<file path="src/rtl/minx_bus_pkg.sv">
// Shared bus encodings and fabric state type for the Pokemon mini SoC.
// Imported by the fabric, the s1c88 core, the PRC and the minx top.
package minx_bus_pkg;

    localparam logic [1:0] BUS_IDLE      = 2'b00;
    localparam logic [1:0] BUS_IRQ_READ  = 2'b01;
    localparam logic [1:0] BUS_MEM_WRITE = 2'b10;
    localparam logic [1:0] BUS_MEM_READ  = 2'b11;

    localparam logic [23:0] REG_BASE_DEFAULT = 24'h2000;
    localparam int          REG_WINDOW       = 256;

    typedef enum logic [2:0] {
        FAB_OWNER,
        FAB_YIELD_WAIT,
        FAB_GRANT,
        FAB_HANDOVER,
        FAB_RETURN
    } fab_state_t;

    // Widened to 25 bits so a base near the top of memory cannot wrap
    function automatic logic in_reg_window(
        input logic [23:0] addr,
        input logic [23:0] base
    );
        logic [24:0] a;
        logic [24:0] lo;
        logic [24:0] hi;
        a  = {1'b0, addr};
        lo = {1'b0, base};
        hi = lo + 25'(REG_WINDOW);
        return (a >= lo) && (a < hi);
    endfunction

endpackage

</file>
<file path="src/rtl/minx_arb_pick.sv">
// Combinational winner select among the non-owner masters.
// Mode 0 picks the lowest index; mode 1 rotates after the last grant.
module minx_arb_pick #(
    parameter int N = 2
) (
    input  logic [N-1:0] pending,
    input  logic [2:0]   last,
    input  logic         mode,
    output logic [N-1:0] winner,
    output logic [2:0]   win_idx,
    output logic         valid
);

    logic [7:0] pend8;

    assign pend8 = 8'(pending);

    // Scan in reverse search order so the first candidate wins last
    always_comb begin
        win_idx = '0;
        valid   = 1'b0;
        for (int j = N - 1; j >= 1; j--) begin
            int c;
            c = mode ? int'(last) + j : j;
            if (c > N - 1) c = c - (N - 1);
            if (pend8[c[2:0]]) begin
                win_idx = c[2:0];
                valid   = 1'b1;
            end
        end
    end

    assign winner = valid ? N'(8'd1 << win_idx) : '0;

endmodule

</file>
<file path="src/rtl/minx_bus_fabric.sv">
// Shared 24-bit bus fabric: owner/DMA arbitration, bus mux, read return.
// Master 0 owns the bus by default and must yield before any DMA grant.
module minx_bus_fabric
    import minx_bus_pkg::*;
#(
    parameter int          NUM_MASTERS = 2,
    parameter int          NUM_SLAVES  = 12,
    parameter int          ARB_MODE    = 0,
    parameter int          MAX_HOLD    = 4096,
    parameter logic [23:0] REG_BASE    = REG_BASE_DEFAULT,
    parameter int          IRQ_SLOT    = 0
) (
    input  logic                      clk,
    input  logic                      reset,
    input  logic [NUM_MASTERS-1:0]    m_req,
    input  logic [24*NUM_MASTERS-1:0] m_address,
    input  logic [8*NUM_MASTERS-1:0]  m_data_out,
    input  logic [NUM_MASTERS-1:0]    m_write,
    input  logic [NUM_MASTERS-1:0]    m_read,
    input  logic [2*NUM_MASTERS-1:0]  m_bus_status,
    input  logic                      owner_yield_ack,
    input  logic [7:0]                ext_data_in,
    input  logic [8*NUM_SLAVES-1:0]   slv_data,
    output logic [NUM_MASTERS-1:0]    m_gnt,
    output logic                      owner_yield_req,
    output logic [23:0]               address_out,
    output logic [7:0]                data_out,
    output logic                      write,
    output logic                      read,
    output logic [1:0]                bus_status,
    output logic [7:0]                m_data_in,
    output logic                      hold_timeout
);

    localparam int N  = NUM_MASTERS;
    localparam int CW = (MAX_HOLD > 1) ? $clog2(MAX_HOLD) : 1;
    localparam logic [CW-1:0] CNT_LAST = CW'(MAX_HOLD - 1);
    localparam logic HOLD_EN = (MAX_HOLD != 0);

    fab_state_t    state, state_n;
    logic [2:0]    cur, cur_n;
    logic [2:0]    rr_ptr, rr_n;
    logic [N-1:0]  mask, mask_n;
    logic [CW-1:0] cnt, cnt_n;
    logic [N-1:0]  gnt_n;
    logic          yreq_n;
    logic          to_n;

    logic [N-1:0]  pending;
    logic [N-1:0]  others;
    logic [N-1:0]  cur_oh;
    logic          cur_req;
    logic          expire;
    logic [N-1:0]  pick_oh;
    logic [2:0]    pick_idx;
    logic          pick_valid;
    logic [7:0]    slot_or;

    assign pending = m_req & ~mask & ~N'(1);
    assign cur_oh  = N'(8'd1 << cur);
    assign others  = pending & ~cur_oh;
    assign cur_req = |(m_req & cur_oh);
    assign expire  = HOLD_EN && (cnt == CNT_LAST);

    minx_arb_pick #(
        .N(N)
    ) u_pick (
        .pending(pending),
        .last   (rr_ptr),
        .mode   (ARB_MODE != 0),
        .winner (pick_oh),
        .win_idx(pick_idx),
        .valid  (pick_valid)
    );

    // Next-state, watchdog, mask and registered-output computation
    always_comb begin
        state_n = state;
        cur_n   = cur;
        rr_n    = rr_ptr;
        cnt_n   = cnt;
        mask_n  = mask & m_req;
        gnt_n   = '0;
        unique case (state)
            FAB_OWNER: begin
                if (|pending) state_n = FAB_YIELD_WAIT;
            end
            FAB_YIELD_WAIT: begin
                if (!(|pending)) begin
                    state_n = FAB_RETURN;
                end else if (owner_yield_ack) begin
                    state_n = FAB_GRANT;
                    cur_n   = pick_idx;
                    rr_n    = pick_idx;
                    cnt_n   = '0;
                end
            end
            FAB_GRANT: begin
                if (!cur_req || expire) begin
                    if (expire) mask_n = mask_n | cur_oh;
                    state_n = (|others) ? FAB_HANDOVER : FAB_RETURN;
                end else if (HOLD_EN) begin
                    cnt_n = cnt + 1'b1;
                end
            end
            FAB_HANDOVER: begin
                if (pick_valid) begin
                    state_n = FAB_GRANT;
                    cur_n   = pick_idx;
                    rr_n    = pick_idx;
                    cnt_n   = '0;
                end else begin
                    state_n = FAB_RETURN;
                end
            end
            FAB_RETURN: begin
                if (!owner_yield_ack) state_n = FAB_OWNER;
            end
            default: state_n = FAB_OWNER;
        endcase
        if (state_n == FAB_OWNER) gnt_n = N'(1);
        if (state_n == FAB_GRANT) begin
            gnt_n = (state == FAB_GRANT) ? cur_oh : pick_oh;
        end
        yreq_n = (state_n == FAB_YIELD_WAIT) ||
                 (state_n == FAB_GRANT) ||
                 (state_n == FAB_HANDOVER);
        to_n = (state_n == FAB_GRANT) && HOLD_EN &&
               (cnt_n == CNT_LAST);
    end

    // State, grant and handshake registers
    always_ff @(posedge clk) begin
        if (reset) begin
            state           <= FAB_OWNER;
            cur             <= '0;
            rr_ptr          <= '0;
            mask            <= '0;
            cnt             <= '0;
            m_gnt           <= N'(1);
            owner_yield_req <= 1'b0;
            hold_timeout    <= 1'b0;
        end else begin
            state           <= state_n;
            cur             <= cur_n;
            rr_ptr          <= rr_n;
            mask            <= mask_n;
            cnt             <= cnt_n;
            m_gnt           <= gnt_n;
            owner_yield_req <= yreq_n;
            hold_timeout    <= to_n;
        end
    end

    // One-hot grant makes an OR-mux sufficient; idle bus when ungranted
    always_comb begin
        address_out = '0;
        data_out    = '0;
        write       = 1'b0;
        read        = 1'b0;
        bus_status  = BUS_IDLE;
        for (int i = 0; i < N; i++) begin
            if (m_gnt[i]) begin
                address_out = address_out | m_address[24*i +: 24];
                data_out    = data_out | m_data_out[8*i +: 8];
                write       = write | m_write[i];
                read        = read | m_read[i];
                bus_status  = bus_status | m_bus_status[2*i +: 2];
            end
        end
    end

    // Unaddressed slots drive zero, so OR-reduce gives the addressed one
    always_comb begin
        slot_or = '0;
        for (int s = 0; s < NUM_SLAVES; s++) begin
            slot_or = slot_or | slv_data[8*s +: 8];
        end
    end

    // Read data return for the granted master
    always_comb begin
        m_data_in = ext_data_in;
        if (bus_status == BUS_IRQ_READ) begin
            m_data_in = slv_data[8*IRQ_SLOT +: 8];
        end else if (bus_status == BUS_MEM_READ &&
                     in_reg_window(address_out, REG_BASE)) begin
            m_data_in = slot_or;
        end
    end

endmodule

</file>
<file path="config.mk">
export PLATFORM = sky130hd
export DESIGN_NAME = minx_bus_fabric
export DESIGN_NICKNAME = d
export VERILOG_FILES = /design/src/rtl/minx_bus_pkg.sv /design/src/rtl/minx_arb_pick.sv /design/src/rtl/minx_bus_fabric.sv
export SDC_FILE = /design/constraint.sdc
export NUM_CORES = 1
export LEC_CHECK = 0
export CAP_MARGIN = 20
export CORE_UTILIZATION = 27
export DETAILED_ROUTE_END_ITERATION = 10
export GPL_TIMING_DRIVEN = 0
export PLACE_DENSITY = 0.88
export SYNTH_ARGS = -nofsm -noshare
export SYNTH_HDL_FRONTEND = slang
export SYNTH_HIERARCHICAL = 1
export SYNTH_SLANG_ARGS = --single-unit
</file>
<file path="constraint.sdc">
create_clock -name clk -period 2.5 [get_ports clk]
set_input_delay 0.625 -clock clk [delete_from_list [all_inputs] [get_ports clk]]
set_output_delay 0.625 -clock clk [all_outputs]
set_load 0.01 [all_outputs]
</file>
==> results of run 1 <==
## cell families (layout without fill, tap and decap cells)
| group | Yosys count | after routing |
|---|---|---|
| AOI/OAI and AO/OA | 113 | 113 |
| and+or+nand+nor | 129 | 129 |
| muxes | 9 | 9 |
| other | 2 | 18 |
| DFF | 23 | 23 |
| buffers and inverters | 29 | 293 |
| adders and majority gates | 2 | 2 |
## cell usage after synthesis (all sizes together), types with 4 or more instances
library cell   n
nand2         30
buf           14
o22a           8
mux2i          8
dfxtp         23
a22o          36
nor2b          5
o22ai          4
a21oi         22
nor3          10
o21ai         10
clkbuf         9
nor2          20
nand3          6
nor4          29
inv            6
## repair_timing
action	4_1_cts	5_1_grt
setup endpoints to repair	49	36
setup buffers	25	15
gates resized for setup	124	39
pin swaps	34	22
## final cells by class
class | instances | area [µm²]
Clock buffer | 4 | 45.0
Antenna cell | 7 | 17.5
Tap cell | 105 | 131
Multi-Input combinational cell | 264 | 2020
Sequential cell | 23 | 477
Inverter | 6 | 25.0
Buffer | 17 | 110
Fill cell | 673 | 2950
Timing Repair Buffer | 266 | 2480
## state kept, by name, summed over array words and instances (netlist names)
signal	flops
cnt	12
rr_ptr	3
state	3
m_gnt	2
hold_timeout	1
mask	1
owner_yield_req	1
## final timing paths
| path | slack, ns | to |
|---|---|---|
| min reg2reg | 0.53 | cnt[1]$_SDFF_PP0_ |
| max | -0.41 | m_data_in[5] |
| max reg2reg | 0.09 | hold_timeout$_SDFF_PP0_ |
| min | 0.53 | cnt[1]$_SDFF_PP0_ |
## through the flow
stage          setup slack, ns  setup TNS (ns)  hold WS [ns]  area (µm²)  power (mW)
6_report                -0.412           -3.10         0.526        5310        1.45
5_1_grt                 -0.481           -3.71         0.556        5310        1.50
4_1_cts                 -0.424           -2.97         0.516        5080        1.39
3_5_place_dp             -1.22          -21.79         0.501        4820        1.13
3_3_place_gp             -1.21          -20.36         0.495        4820        1.12
2_1_floorplan          -0.0892          -0.714         0.475        2420       0.636
## worst register-to-register path, stage by stage, from the launching register on
cell and delay, ns:
dfxtp_1 0.31, clkbuf_1 0.23, or3_4 0.47, clkbuf_1 0.29, a41o_2 0.32, a31oi_1 0.24
nand4b_1 0.21, nor4_4 0.27
## metal layers
layer	GRT usage, %	up-vias	share of wire (%)
met2	44.4	187	48
met1	36.2	1802	41
li1	-	1769	-
met5	0	-	0
met4	13.4	0	3.9
met3	4.67	36	7.2
## where the power goes
| group | internal (mW) | total (mW) | leakage [nW] | switching (mW) |
|---|---|---|---|---|
| Sequential | 0.371 | 0.381 | 0.189 | 0.0105 |
| Clock | 0.114 | 0.250 | 0.0228 | 0.136 |
| Combinational | 0.515 | 0.818 | 1.81 | 0.303 |
| Total | 1.00 | 1.45 | 2.02 | 0.449 |
==> summary.log, run 1 <==
INFO  worst_hold_path worst_hold_path.num_cells=2
INFO  worst_setup_path critical_path.max_stage_delay=0.37ns
INFO  floorplan      die_height=94.8µm
INFO  synth          synth.top_cell.area_share=19.8%
INFO  floorplan      floorplan.rows=33
INFO  global_route   maximum_number_of_pins_on_one_net_before_global_route_repair=15
INFO  worst_setup_path setup.worst_path.start_class=input pin
INFO  cells_and_area drive_gt1_share=22.8%
INFO  worst_setup_path logic_depth_of_the_worst_setup_path_including_buffers=9
INFO  global_route   antenna_found_initial=7
INFO  timing         setup_ws=-0.412ns
INFO  cts            cts_num_sinks=23
INFO  synth          synthSimpleGateAreaFrac=31.8%
INFO  job            max_cap_viol_count=0
INFO  cells_and_area finalNetCount=764
INFO  worst_setup_path critical_path_class=in -> out
INFO  synth          synth_xor_area_share=0%
INFO  cts            cts.root.buffer_cell=clkbuf_8
INFO  cts            cts_tree=yes
INFO  detailed_routing antenna_left=0
INFO  timing         unrepaired_setup_endpoints_after_global_routing=true
INFO  place          number_of_placed_cells_counting_well_taps=648
INFO  synth          synthesis.instances=307
INFO  worst_setup_path worstPathRequired=1.88ns
INFO  timing         clock.fmax=0.343GHz
INFO  cells_and_area most-common-layout-cells=clkdlybuf4s50_1 (180), buf_4 (42), a22o_1 (30)
INFO  worst_setup_path endpoint_kind=output port
INFO  worst_hold_path holdCritStartpoint=cnt[1]$_SDFF_PP0_
INFO  worst_setup_path crit_path_start=m_address[33]
INFO  synth          post_synth_main_area_contributors=dfxtp_1 (20%), a22o_1 (14%), nor4_1 (7.5%)
INFO  cells_and_area mostFrequentLayoutCell=clkdlybuf4s50_1
INFO  synth          synth.lib_cells_used.distinct=66
INFO  pwr            power.density=273nW/µm²
INFO  timing         period_share=116%
INFO  timing         slew_headroom=61.1%
INFO  synth          largest_family_of_logic_cells_by_synthesized_area=compound AO/OA/AOI/OAI gates
INFO  detailed_routing dr_drc_count=0
INFO  cts            cts_buffer_depth=2
INFO  cts            hold_buffers=0
INFO  run_status     violations=setup timing
INFO  detailed_routing routed_length_per_instance=19.9µm
INFO  timing         report.final.slew_viol_count=0
INFO  worst_setup_path cp_cell_sequence=clkdlybuf4s15_1 > a22o_4 > nor4_4 > nand2_1 > and4b_2 > buf_6 > a21oi_2 > o22a_1 > buf_2
INFO  pwr            leakagePower=2.02nW
INFO  timing         fin_worst_skew=0.00422ns
INFO  worst_setup_path crit_buf_inv=3
INFO  floorplan      die_area=8980µm²
INFO  synth          yosys_most_used_dff=dfxtp_1
INFO  synth          post_synth_mux_area_share=3.93%
INFO  synth          synthesis.area=2320µm²
INFO  worst_setup_path worst_path_dominant_cell_family=simple AND/OR/NAND/NOR gates
INFO  worst_setup_path cp.arrival=2.29ns
INFO  detailed_routing dr_total_vias=3,794
INFO  floorplan      initial_utilization=28.1%
INFO  detailed_routing drt_pre_antenna_iters=7
INFO  timing         tightest_slew=0.583ns
INFO  timing         period_needed=2.91ns
INFO  cts            clkSlewWorstSetupHoldPaths=0.09ns
INFO  global_route   first_global_vias=3,548
INFO  run_status     outcome=finished with violations
INFO  synth          synth_compound_gate_area_share=37.6%
INFO  detailed_routing total_routed_length=13,800µm
INFO  timing         setup_viol=8
INFO  pwr            peakVddDrop=0.000221V
INFO  global_route   grt_pass1_wl=18,900µm
INFO  synth          asyncSetResetFlopFracSynth=0%
INFO  detailed_routing drtIter0Drc=253
INFO  synth          yosys_register_bits=23
INFO  cells_and_area layout.core_utilization=64.3%
INFO  floorplan      boundaryPins=229
INFO  cts            cts-buffers-inserted=3
INFO  cells_and_area layout.cells.non_filler=692
INFO  synth          synth_enable_flop_cells=0
INFO  synth          ys_warn_count=6
INFO  worst_hold_path timing.hold.worst.class=reg -> reg
INFO  cells_and_area syn2layout_area_growth=129%
INFO  worst_setup_path rr_startpoint=state[0]$_SDFF_PP0_
INFO  cts            clock_tree.htree_level_count=1
INFO  global_route   grt.overflow.total=0
INFO  synth          ys_seq_area_share=19.8%
INFO  global_route   grt_util_all_layers=27.9%
INFO  detailed_routing detail_route.vias_per_cell=5.48
INFO  cts            clk-insertion-delay-late=0.28ns
INFO  place          io_buffers=227
INFO  worst_setup_path critical_path_peak_fanout=4
INFO  place          post-dp-hpwl=10,800µm
INFO  floorplan      core_area=8260µm²
INFO  synth          synth_fa_ha_area_share=1.08%
INFO  place          final_weighted_congestion_in_routability_driven_placement=0.930
INFO  worst_setup_path r2r_cells=7
INFO  floorplan      dieWidth=94.8µm
INFO  timing         final_hold_vios=0
INFO  synth          netlist.top_cell.by_area=dfxtp_1
INFO  worst_setup_path crit_path_top_delay_cell=and4b_2
INFO  synth          avgSynthCellArea=7.57µm²
No activity file was read; power rests on OpenSTA's default activity.
==> inputs of run 2 (changes only) <==
--- a/config.mk
+++ b/config.mk
@@ -6,10 +6,13 @@
 export NUM_CORES = 1
 export LEC_CHECK = 0
 export CAP_MARGIN = 20
-export CORE_UTILIZATION = 27
+export CORE_AREA = 2 2 89 91
 export DETAILED_ROUTE_END_ITERATION = 10
+export DIE_AREA = 0 0 91 93
+export DONT_BUFFER_PORTS = 1
 export GPL_TIMING_DRIVEN = 0
-export PLACE_DENSITY = 0.88
+export PLACE_DENSITY = 0.56
+export SKIP_LAST_GASP = 1
 export SYNTH_ARGS = -nofsm -noshare
 export SYNTH_HDL_FRONTEND = slang
 export SYNTH_HIERARCHICAL = 1
==> summary.log, run 2 (same netlist as run 1, synthesis figures left out) <==
INFO  pwr            leakagePower=0.996nW [-51%]
INFO  worst_setup_path rr_startpoint=mask[1]$_SDFF_PP0_
INFO  cells_and_area area_taken_by_multi_input_logic_gates=1980µm² [-2.0%]
INFO  timing         setup_viol=8 [unchanged]
INFO  timing         period_needed=2.91ns [-0.00386 ns]
INFO  cts            clk-insertion-delay-late=0.28ns [about the same]
INFO  detailed_routing dr_total_vias=2,822 [-26%]
INFO  cells_and_area fillers=795 [+18%]
INFO  worst_hold_path worst_hold_path.num_cells=2 [unchanged]
INFO  timing         unrepaired_setup_endpoints_after_global_routing=true
INFO  cts            cts_buffer_depth=2 [unchanged]
INFO  detailed_routing detail_route.vias_per_cell=6.46 [+18%]
INFO  global_route   grt_pass1_wl=14,500µm [-23%]
INFO  timing         report.final.slew_viol_count=0 [unchanged]
INFO  floorplan      boundaryPins=229 [unchanged]
INFO  worst_setup_path crit_path_top_delay_cell=dfxtp_4
INFO  worst_setup_path setup.worst_path.start_class=flip-flop
INFO  timing         tightest_slew=0.512ns [-0.0712 ns]
INFO  run_status     violations=setup timing
INFO  worst_hold_path holdCritStartpoint=m_req[1]
INFO  cells_and_area mostFrequentLayoutCell=nand2_1
INFO  worst_setup_path critical_path_peak_fanout=8 [+4]
INFO  timing         totalNegativeSetupSlack=-3.12ns [-0.0239 ns]
INFO  floorplan      die_area=8460µm² [-5.8%]
INFO  run_status     outcome=finished with violations
INFO  pwr            total_power=1.00mW [-31%]
INFO  floorplan      floorplan.rows=32 [-3.0%]
INFO  floorplan      dieWidth=91µm [-4.0%]
INFO  floorplan      initial_utilization=30.9% [+2.7 points]
INFO  worst_setup_path critical_path.max_stage_delay=0.37ns [about the same]
INFO  worst_setup_path crit_buf_inv=4 [+1]
INFO  timing         fin_worst_skew=0.00136ns [-0.00285 ns]
INFO  cells_and_area finalNetCount=519 [-32%]
INFO  detailed_routing drt_pre_antenna_iters=4 [-3]
INFO  cts            clkSlewWorstSetupHoldPaths=0.09ns [about the same]
INFO  global_route   grt_util_all_layers=22.4% [-5.5 points]
INFO  worst_setup_path timing.reg2reg.setup_slack=0.12ns [+0.03 ns]
INFO  job            max_cap_viol_count=0 [unchanged]
INFO  worst_setup_path r2r_cells=12 [+5]
INFO  place          number_of_placed_cells_counting_well_taps=418 [-35%]
INFO  global_route   antenna_found_initial=2 [-5]
INFO  worst_hold_path worstHoldEndpoint=mask[1]$_SDFF_PP0_
INFO  pwr            peakVddDrop=0.000238V [+7.8%]
INFO  pwr            power.density=340nW/µm² [+25%]
INFO  worst_setup_path cp_cell_sequence=buf_8 > buf_8 > a22o_4 > nor4_2 > and4b_1 > buf_6 > buf_6 > a21oi_1 > o22a_1
INFO  global_route   grt.overflow.total=0 [unchanged]
INFO  cts            cts_tree=yes
INFO  worst_setup_path worstPathRequired=1.88ns [about the same]
INFO  timing         clock.fmax=0.344GHz [+0.13%]
INFO  place          post-dp-hpwl=8480µm [-21%]
INFO  timing         period_share=116% [-0.15 points]
INFO  floorplan      die_height=93µm [-1.9%]
INFO  detailed_routing antenna_left=0 [unchanged]
INFO  cells_and_area layout_top_registers=cnt (12), rr_ptr (3), state (3)
INFO  worst_setup_path crit_path_start=m_gnt[0]$_SDFF_PP1_
INFO  timing         final_hold_vios=0 [unchanged]
INFO  cts            cts_num_sinks=23 [unchanged]
INFO  cells_and_area largest_reg_flops=12 [unchanged]
INFO  place          final_weighted_congestion_in_routability_driven_placement=0.935 [+0.62%]
INFO  worst_setup_path cp.arrival=2.28ns [about the same]
INFO  floorplan      core_area=7530µm² [-8.8%]
INFO  worst_setup_path critical_path_class=reg -> out
INFO  detailed_routing drtIter0Drc=212 [-16%]
INFO  timing         slew_headroom=65.9% [+4.7 points]
INFO  worst_setup_path worst_path_dominant_cell_family=compound AO/OA/AOI/OAI gates
INFO  cells_and_area sequential_cell_area=473µm² [-0.79%]
INFO  cts            cts-buffers-inserted=3 [unchanged]
INFO  cells_and_area syn2layout_area_growth=26.7%
INFO  worst_hold_path timing.hold.worst.class=in -> reg
INFO  cts            cts.root.buffer_cell=clkbuf_8
INFO  detailed_routing routed_length_per_instance=23.8µm [+19%]
INFO  global_route   first_global_vias=2,508 [-29%]
INFO  cells_and_area insertedDiodeCount=0 [-7]
INFO  worst_setup_path r2r-end=hold_timeout$_SDFF_PP0_
INFO  cells_and_area drive_gt1_share=26.3% [+3.5 points]
INFO  global_route   maximum_number_of_pins_on_one_net_before_global_route_repair=16 [+1]
INFO  cells_and_area registers.top_by_ff_count=cnt
INFO  worst_setup_path endpoint_kind=output port
INFO  detailed_routing total_routed_length=10,400µm [-25%]
INFO  place          io_buffers=0 [-100%]
INFO  cells_and_area most-common-layout-cells=nand2_1 (29), nor4_1 (26), a22o_1 (24)
INFO  timing         setup_ws=-0.409ns [+0.00386 ns]
INFO  cts            clock_tree.htree_level_count=1 [unchanged]
INFO  cells_and_area layout.cells.non_filler=437 [-37%]
INFO  detailed_routing dr_drc_count=0 [unchanged]
[run 2: cell count changes in the layout (fill, tap and decap cells not counted), sizes merged]
cell / delta
clkdlybuf4s50: -180
buf: -32
dlygate4sd2: -23
clkdlybuf4s15: -9
diode: -7
clkbuf: -1
clkinv: +1
dlymetal6s2s: -1
[run 2: report_power, final]
part	switching (mW)	internal (mW)	total [mW]
clock	0.136	0.112	0.247
sequential	0.00737	0.372	0.379
combinational	0.205	0.170	0.375
[run 2: layer usage]
metal	global-route usage [%]	part of all wire, %	vias to the layer above
met5	0	0.29	-
met4	4.80	1.3	4
met3	11.8	13	19
met2	32.6	44	170
met1	29.3	41	1357
li1	-	-	1272
[run 2: final cells by class]
| class | instances | area share [%] |
|---|---|---|
| Tap cell | 102 | 4.33 |
| Timing Repair Buffer | 16 | 5.06 |
| Buffer | 22 | 4.93 |
| Multi-Input combinational cell | 264 | 67.3 |
| Clock buffer | 3 | 1.40 |
| Inverter | 6 | 0.765 |
| Sequential cell | 23 | 16.1 |
| Clock inverter | 1 | 0.170 |
[run 2: worst max path at each step]
stage	endpoint	cells after the start
2_1_floorplan	m_data_in[0]	7
3_3_place_gp	hold_timeout$_SDFF_PP0_	11
3_5_place_dp	m_data_in[3]	9
4_1_cts	m_data_in[3]	8
5_1_grt	m_data_in[4]	9
6_report	m_data_in[4]	9
[run 2: stage by stage]
stage | instance area [µm²] | utilization [%] | worst slack [ns] | hold slack (ns)
floorplan | 2420 | - | -0.0892 | 0.475
global placement | 2550 | 33.8 | -0.402 | 0.492
detailed placement | 2550 | 33.8 | -0.410 | 0.503
CTS | 2830 | 37.5 | -0.409 | 0.493
global route | 2940 | 39.1 | -0.493 | 0.532
finish | 2940 | 39.1 | -0.409 | 0.493
[run 2: repair_timing]
item	in CTS	in global routing
setup endpoints to repair	13	11
setup buffers	5	10
hold buffers	0	0
resized for setup	37	15
pin swaps	12	7
gates cloned	1	0
